===== src/rtl/riscv_dp_lsu.sv =====
// Memory-stage load/store unit: one access per handshake, word-addressed bus with
// lane-aligned store data and byte enables; loads return the raw word plus offset/funct3.
module riscv_dp_lsu #(
    parameter int MP_DATA_WIDTH = 32,
    parameter int MP_TIMEOUT    = 16
) (
    input  logic                       iclk,
    input  logic                       irst_n,
    input  logic                       ivalid,
    output logic                       oready,
    input  logic                       iwe,
    input  logic [MP_DATA_WIDTH-1:0]   iaddr,
    input  logic [MP_DATA_WIDTH-1:0]   iwdata,
    input  logic [2:0]                 ifunct3,
    output logic                       omem_req,
    output logic                       omem_we,
    output logic [MP_DATA_WIDTH-1:0]   omem_addr,
    output logic [MP_DATA_WIDTH-1:0]   omem_wdata,
    output logic [MP_DATA_WIDTH/8-1:0] omem_be,
    input  logic                       imem_gnt,
    input  logic                       imem_rvalid,
    input  logic [MP_DATA_WIDTH-1:0]   imem_rdata,
    output logic [MP_DATA_WIDTH-1:0]   ordata,
    output logic [1:0]                 ooffset,
    output logic [2:0]                 ofunct3,
    output logic                       ordvalid,
    output logic                       odone,
    output logic                       omisalign,
    output logic                       otimeout
);
    localparam int         W        = MP_DATA_WIDTH;
    localparam int         NB       = W / 8;
    localparam logic [7:0] TMO_LAST = 8'(MP_TIMEOUT - 1);
    localparam logic [1:0] SZ_B     = 2'b00;
    localparam logic [1:0] SZ_H     = 2'b01;
    localparam logic [1:0] SZ_W     = 2'b10;

    typedef enum logic [1:0] {
        ST_IDLE,
        ST_REQ,
        ST_RWAIT,
        ST_RESP
    } state_t;

    state_t        state_reg, state_next;
    logic [7:0]    cnt_reg, cnt_next;

    logic [1:0]    offset;
    logic [1:0]    size;
    logic          misaligned;
    logic          accept;
    logic          launch;
    logic          rdata_capture;
    logic          done_next, misalign_next, timeout_next;
    logic [NB-1:0] be_calc;
    logic [W-1:0]  wdata_calc;

    logic          we_reg;
    logic [W-1:0]  addr_reg;
    logic [W-1:0]  wdata_reg;
    logic [NB-1:0] be_reg;
    logic [W-1:0]  rdata_reg;
    logic [1:0]    offset_reg;
    logic [2:0]    funct3_reg;
    logic          ready_reg;
    logic          done_reg, misalign_reg, timeout_reg;

    assign offset = iaddr[1:0];
    assign size   = ifunct3[1:0];
    assign accept = ivalid & ready_reg;
    assign launch = accept & ~misaligned;

    // Size code 11 has no legal RV32 access, so it is rejected like a misalignment.
    always_comb begin
        misaligned = 1'b1;
        case (size)
            SZ_B:    misaligned = 1'b0;
            SZ_H:    misaligned = (offset == 2'd3);
            SZ_W:    misaligned = (offset != 2'd0);
            default: misaligned = 1'b1;
        endcase
    end

    always_comb begin
        be_calc = '1;
        if (iwe) begin
            case (size)
                SZ_B:    be_calc = NB'(1) << offset;
                SZ_H:    be_calc = NB'(3) << offset;
                default: be_calc = '1;
            endcase
        end
    end

    // Per-lane store data; a halfword's low byte lands on the lane matching the offset parity.
    genvar gi;
    generate
        for (gi = 0; gi < NB; gi++) begin : g_lane
            localparam bit LANE_ODD = (gi % 2) == 1;
            logic [7:0] lane_byte;

            always_comb begin
                lane_byte = 8'h00;
                if (iwe) begin
                    case (size)
                        SZ_B: lane_byte = iwdata[7:0];
                        SZ_H: begin
                            if (be_calc[gi]) begin
                                lane_byte = (LANE_ODD ^ offset[0]) ? iwdata[15:8] : iwdata[7:0];
                            end
                        end
                        default: lane_byte = iwdata[gi*8 +: 8];
                    endcase
                end
            end

            assign wdata_calc[gi*8 +: 8] = lane_byte;
        end
    endgenerate

    always_ff @(posedge iclk or negedge irst_n) begin
        if (!irst_n) begin
            state_reg <= ST_IDLE;
            cnt_reg   <= '0;
        end else begin
            state_reg <= state_next;
            cnt_reg   <= cnt_next;
        end
    end

    // Bus responses on the expiring cycle are checked before the timeout.
    always_comb begin
        state_next    = state_reg;
        cnt_next      = cnt_reg;
        done_next     = 1'b0;
        misalign_next = 1'b0;
        timeout_next  = 1'b0;
        rdata_capture = 1'b0;
        case (state_reg)
            ST_IDLE: begin
                if (accept) begin
                    if (misaligned) begin
                        misalign_next = 1'b1;
                    end else begin
                        state_next = ST_REQ;
                        cnt_next   = '0;
                    end
                end
            end
            ST_REQ: begin
                if (imem_gnt) begin
                    if (we_reg) begin
                        done_next  = 1'b1;
                        state_next = ST_IDLE;
                    end else begin
                        state_next = ST_RWAIT;
                        cnt_next   = '0;
                    end
                end else if (cnt_reg == TMO_LAST) begin
                    timeout_next = 1'b1;
                    state_next   = ST_IDLE;
                end else begin
                    cnt_next = cnt_reg + 8'd1;
                end
            end
            ST_RWAIT: begin
                if (imem_rvalid) begin
                    rdata_capture = 1'b1;
                    state_next    = ST_RESP;
                end else if (cnt_reg == TMO_LAST) begin
                    timeout_next = 1'b1;
                    state_next   = ST_IDLE;
                end else begin
                    cnt_next = cnt_reg + 8'd1;
                end
            end
            ST_RESP: begin
                state_next = ST_IDLE;
            end
            default: begin
                state_next = ST_IDLE;
            end
        endcase
    end

    always_ff @(posedge iclk or negedge irst_n) begin
        if (!irst_n) begin
            we_reg       <= 1'b0;
            addr_reg     <= '0;
            wdata_reg    <= '0;
            be_reg       <= '0;
            rdata_reg    <= '0;
            offset_reg   <= '0;
            funct3_reg   <= '0;
            ready_reg    <= 1'b0;
            done_reg     <= 1'b0;
            misalign_reg <= 1'b0;
            timeout_reg  <= 1'b0;
        end else begin
            ready_reg    <= (state_next == ST_IDLE);
            done_reg     <= done_next;
            misalign_reg <= misalign_next;
            timeout_reg  <= timeout_next;
            if (launch) begin
                we_reg    <= iwe;
                addr_reg  <= {iaddr[W-1:2], 2'b00};
                wdata_reg <= wdata_calc;
                be_reg    <= be_calc;
                if (!iwe) begin
                    offset_reg <= offset;
                    funct3_reg <= ifunct3;
                end
            end
            if (rdata_capture) begin
                rdata_reg <= imem_rdata;
            end
        end
    end

    assign oready     = ready_reg;
    assign omem_req   = (state_reg == ST_REQ);
    assign omem_we    = we_reg;
    assign omem_addr  = addr_reg;
    assign omem_wdata = wdata_reg;
    assign omem_be    = be_reg;
    assign ordata     = rdata_reg;
    assign ooffset    = offset_reg;
    assign ofunct3    = funct3_reg;
    assign ordvalid   = (state_reg == ST_RESP);
    assign odone      = done_reg;
    assign omisalign  = misalign_reg;
    assign otimeout   = timeout_reg;

endmodule


===== config.mk =====
export PLATFORM = sky130hd
export DESIGN_NAME = riscv_dp_lsu
export DESIGN_NICKNAME = d
export VERILOG_FILES = /design/src/rtl/riscv_dp_lsu.sv
export SDC_FILE = /design/constraint.sdc
export NUM_CORES = 1
export LEC_CHECK = 0
export CORE_MARGIN = 3
export CORE_UTILIZATION = 45
export CTS_BUF_LIST = sky130_fd_sc_hd__clkbuf_8
export DETAILED_ROUTE_END_ITERATION = 10
export PLACE_DENSITY = 0.83
export SLEW_MARGIN = 20
export SYNTH_ARGS = -nofsm -noshare
export SYNTH_HDL_FRONTEND = slang
export SYNTH_SLANG_ARGS = --single-unit

===== constraint.sdc =====
create_clock -name iclk -period 2.7 [get_ports iclk]
set_input_delay 0.27 -clock iclk [delete_from_list [all_inputs] [get_ports iclk]]
set_output_delay 0.27 -clock iclk [all_outputs]
set_load 0.05 [all_outputs]

==> flow_metrics.py <==
metrics = {
    "sta": {
        "worstMarginPinSlew_ns": 0.8629,
        "fin_tns_setup_ns": 0,
        "slew_viol_final": 0,
        "rsz0062_at_grt": "false",
        "hold_violations": 0,
        "period_minus_slack_ns": 2.333,
        "period_share": 0.8640,
        "maxClockFrequency_mhz": 428.7,
        "finalSetupViolations": 0,
        "skew_ns": 0.008908,
        "holdWs_ns": 0.3584,
        "slew_headroom": 0.4200,
    },
    "critical_path": {
        "rr_endpoint": "cnt_reg[5]",
        "cp_data_arrival_time_ns": 2.06,
        "cp_max_fo": 5,
        "cp.required_ns": 2.43,
        "worstSetupStartpointType": "flop",
        "r2r_start": "state_reg[1]",
        "reg2reg_depth": 6,
        "path_class": "reg -> out",
        "crit_path_end_kind": "output pin",
        "r2r_slack_ns": 0.50,
    },
    "logic_synthesis": {
        "yosys_warnings": 0,
        "synth_edf_count": 0,
        "async_reset_ff_frac": 1.000,
        "synth_seq_area_share": 0.5531,
        "syn_inst": 530,
        "ys_types": 50,
        "ys_ff_latch": 118,
        "avgSynthCellArea_um2": 10.07,
        "ys.flop_type": "dfrtp_1",
        "syn_area_um2": 5339,
    },
    "place": {
        "dp_hpwl_mm": 12.04,
        "routabilityCongestion": 0.9761,
        "dp_cells": 868,
        "io_buffers": 214,
    },
    "job": {
        "cap_viol_max_count": 0,
    },
    "hold_path": {
        "holdCritStartpoint": "iaddr[18]",
        "hold_path_depth": 3,
        "hp-class": "in -> reg",
        "hold_end": "omem_addr[18]",
    },
    "grt": {
        "grt_usage": 0.2481,
        "grt_pass1_vias": 5045,
        "grt_remaining_overflow": 0,
        "grt_max_degree": 56,
        "grt_pass1_wl_mm": 25.33,
        "antenna_found_initial": 0,
    },
    "clocking": {
        "htree_levels": 4,
        "postCtsSetupRepairBufs": 0,
        "cts_hold_buf": 1,
        "clk_path_buf_depth": 2,
        "cts_resized": 0,
        "cts_tree": "built",
        "cts_made_buffers": 17,
        "cts_sinks": 118,
        "clock_latency_ns": 0.44,
        "clk_pin_slew_ns": 0.06,
        "root_buffer": "clkbuf_8",
    },
    "detailed_routing": {
        "wire_per_inst_um": 18.19,
        "vias": 4986,
        "drtIter0Drc": 422,
        "final_antenna_net_count": 0,
        "finalWirelength_mm": 16.39,
        "via_per_inst": 5.534,
        "drc": 0,
        "first_pass_iters": 5,
    },
    "power_and_ir_drop": {
        "power_density_nw_per_um2": 1270,
        "ir_worst_vdd_uv": 876.5,
        "p_leak_nw": 3.700,
    },
    "cells_and_area": {
        "final_cell_mix": "clkdlybuf4s50_1, nand2_1, dfrtp_1",
        "final_common_cell": "clkdlybuf4s50_1",
        "area_growth_pct": 52.36,
        "fin_util": 0.7063,
        "drive_gt1_frac": 0.1201,
        "fin_nets": 856,
        "antenna_cells": 0,
        "fin_cells": 901,
    },
    "outcome": {
        "status": "completed",
    },
    "floorplanning": {
        "die_area_um2": 13210,
        "fp.dieH_um": 114.9,
        "rows": 39,
        "die_x_um": 114.9,
        "coreArea_um2": 11520,
        "pin_count": 217,
        "start_util": 0.4636,
    },
}
-- cells in the mapped netlist, types with 2 or more instances --
master	instances	share of area
nor2_1	13	0.0091
a22oi_1	8	0.011
o21a_1	2	0.0028
clkbuf_1	18	0.013
mux2i_1	15	0.028
ha_1	6	0.014
o22ai_1	7	0.0082
dfrtp_1	118	0.55
nor3b_1	3	0.0042
nor3_1	3	0.0028
nand2b_1	2	0.0023
nand2_1	161	0.11
o21bai_1	3	0.0042
mux2_2	37	0.078
and2_1	2	0.0023
buf_1	2	0.0014
o2111ai_1	8	0.013
buf_2	7	0.0066
o31ai_2	4	0.0094
buf_6	2	0.0042
buf_4	3	0.0042
a31oi_1	2	0.0023
inv_1	11	0.0077
nand3_1	18	0.017
o21ai_0	31	0.029
a21oi_1	18	0.017
and4_1	2	0.0033
a41oi_1	2	0.0033
-- per-stage QoR --
| step | area (um2) | total power [mW] | worst slack, ns |
|---|---|---|---|
| floorplan | 5343 | 6.323 | 0.4488 |
| global placement | 7627 | 8.209 | 0.3643 |
| detailed placement | 7627 | 8.347 | 0.2331 |
| CTS | 8134 | 10.40 | 0.3498 |
| global route | 8134 | 10.77 | 0.2621 |
| finish | 8134 | 10.33 | 0.3673 |
-- critical path: stages, from the launching register on --
cell and delay (ns):
dfrtp_1 0.41, inv_1 0.16, ha_1 0.23, clkdlybuf4s50_1 0.84
-- worst max-delay path by stage --
| stage | end | from | cells after the start | slack (ns) |
|---|---|---|---|---|
| floorplan | cnt_reg[6] | state_reg[1] | 7 | 0.45 |
| global placement | omem_wdata[18] | iaddr[0] | 7 | 0.36 |
| detailed placement | omem_wdata[20] | iaddr[0] | 7 | 0.23 |
| CTS | omem_req | state_reg[1] | 3 | 0.35 |
| global route | omem_req | state_reg[1] | 3 | 0.26 |
| finish | omem_req | state_reg[1] | 3 | 0.37 |
-- cell type report --
cell class	instances	area, um2
timing repair buffer	227	2252
inverter	11	41.29
multi-input combinational	370	2212
tap	143	178.9
sequential	118	2953
fill	860	3382
clock buffer	19	261.5
clock inverter	13	235.2
-- routing by layer --
layer / up-vias / global-route usage / routed length, um
met5: - / 0 / 0
met4: 0 / 0.1182 / 463
met3: 46 / 0.08737 / 1655
met2: 293 / 0.4028 / 7960
met1: 2404 / 0.2955 / 6306
li1: 2243 / - / -
-- where the power goes --
group	internal, mW	leakage [nW]	switching, mW
clock network	1.32	0.265	0.701
logic	1.81	1.94	3.59
registers	2.49	1.49	0.422
-- logic make-up (layout without fill, tap and decap cells) --
kind of cell,Yosys count,count (layout),share of synthesized area
AO/OA/AOI/OAI,97,97,0.1214
XOR/XNOR,1,1,0.001641
adder cells (fa/ha/maj),6,6,0.01406
buffers and inverters,43,270,0.03679
flip-flops,118,118,0.5531
multiplexers,52,52,0.1062
other,1,2,0.0007024
AND/OR/NAND/NOR,212,212,0.1662
Note: power is estimated with default switching activity, not from simulation.
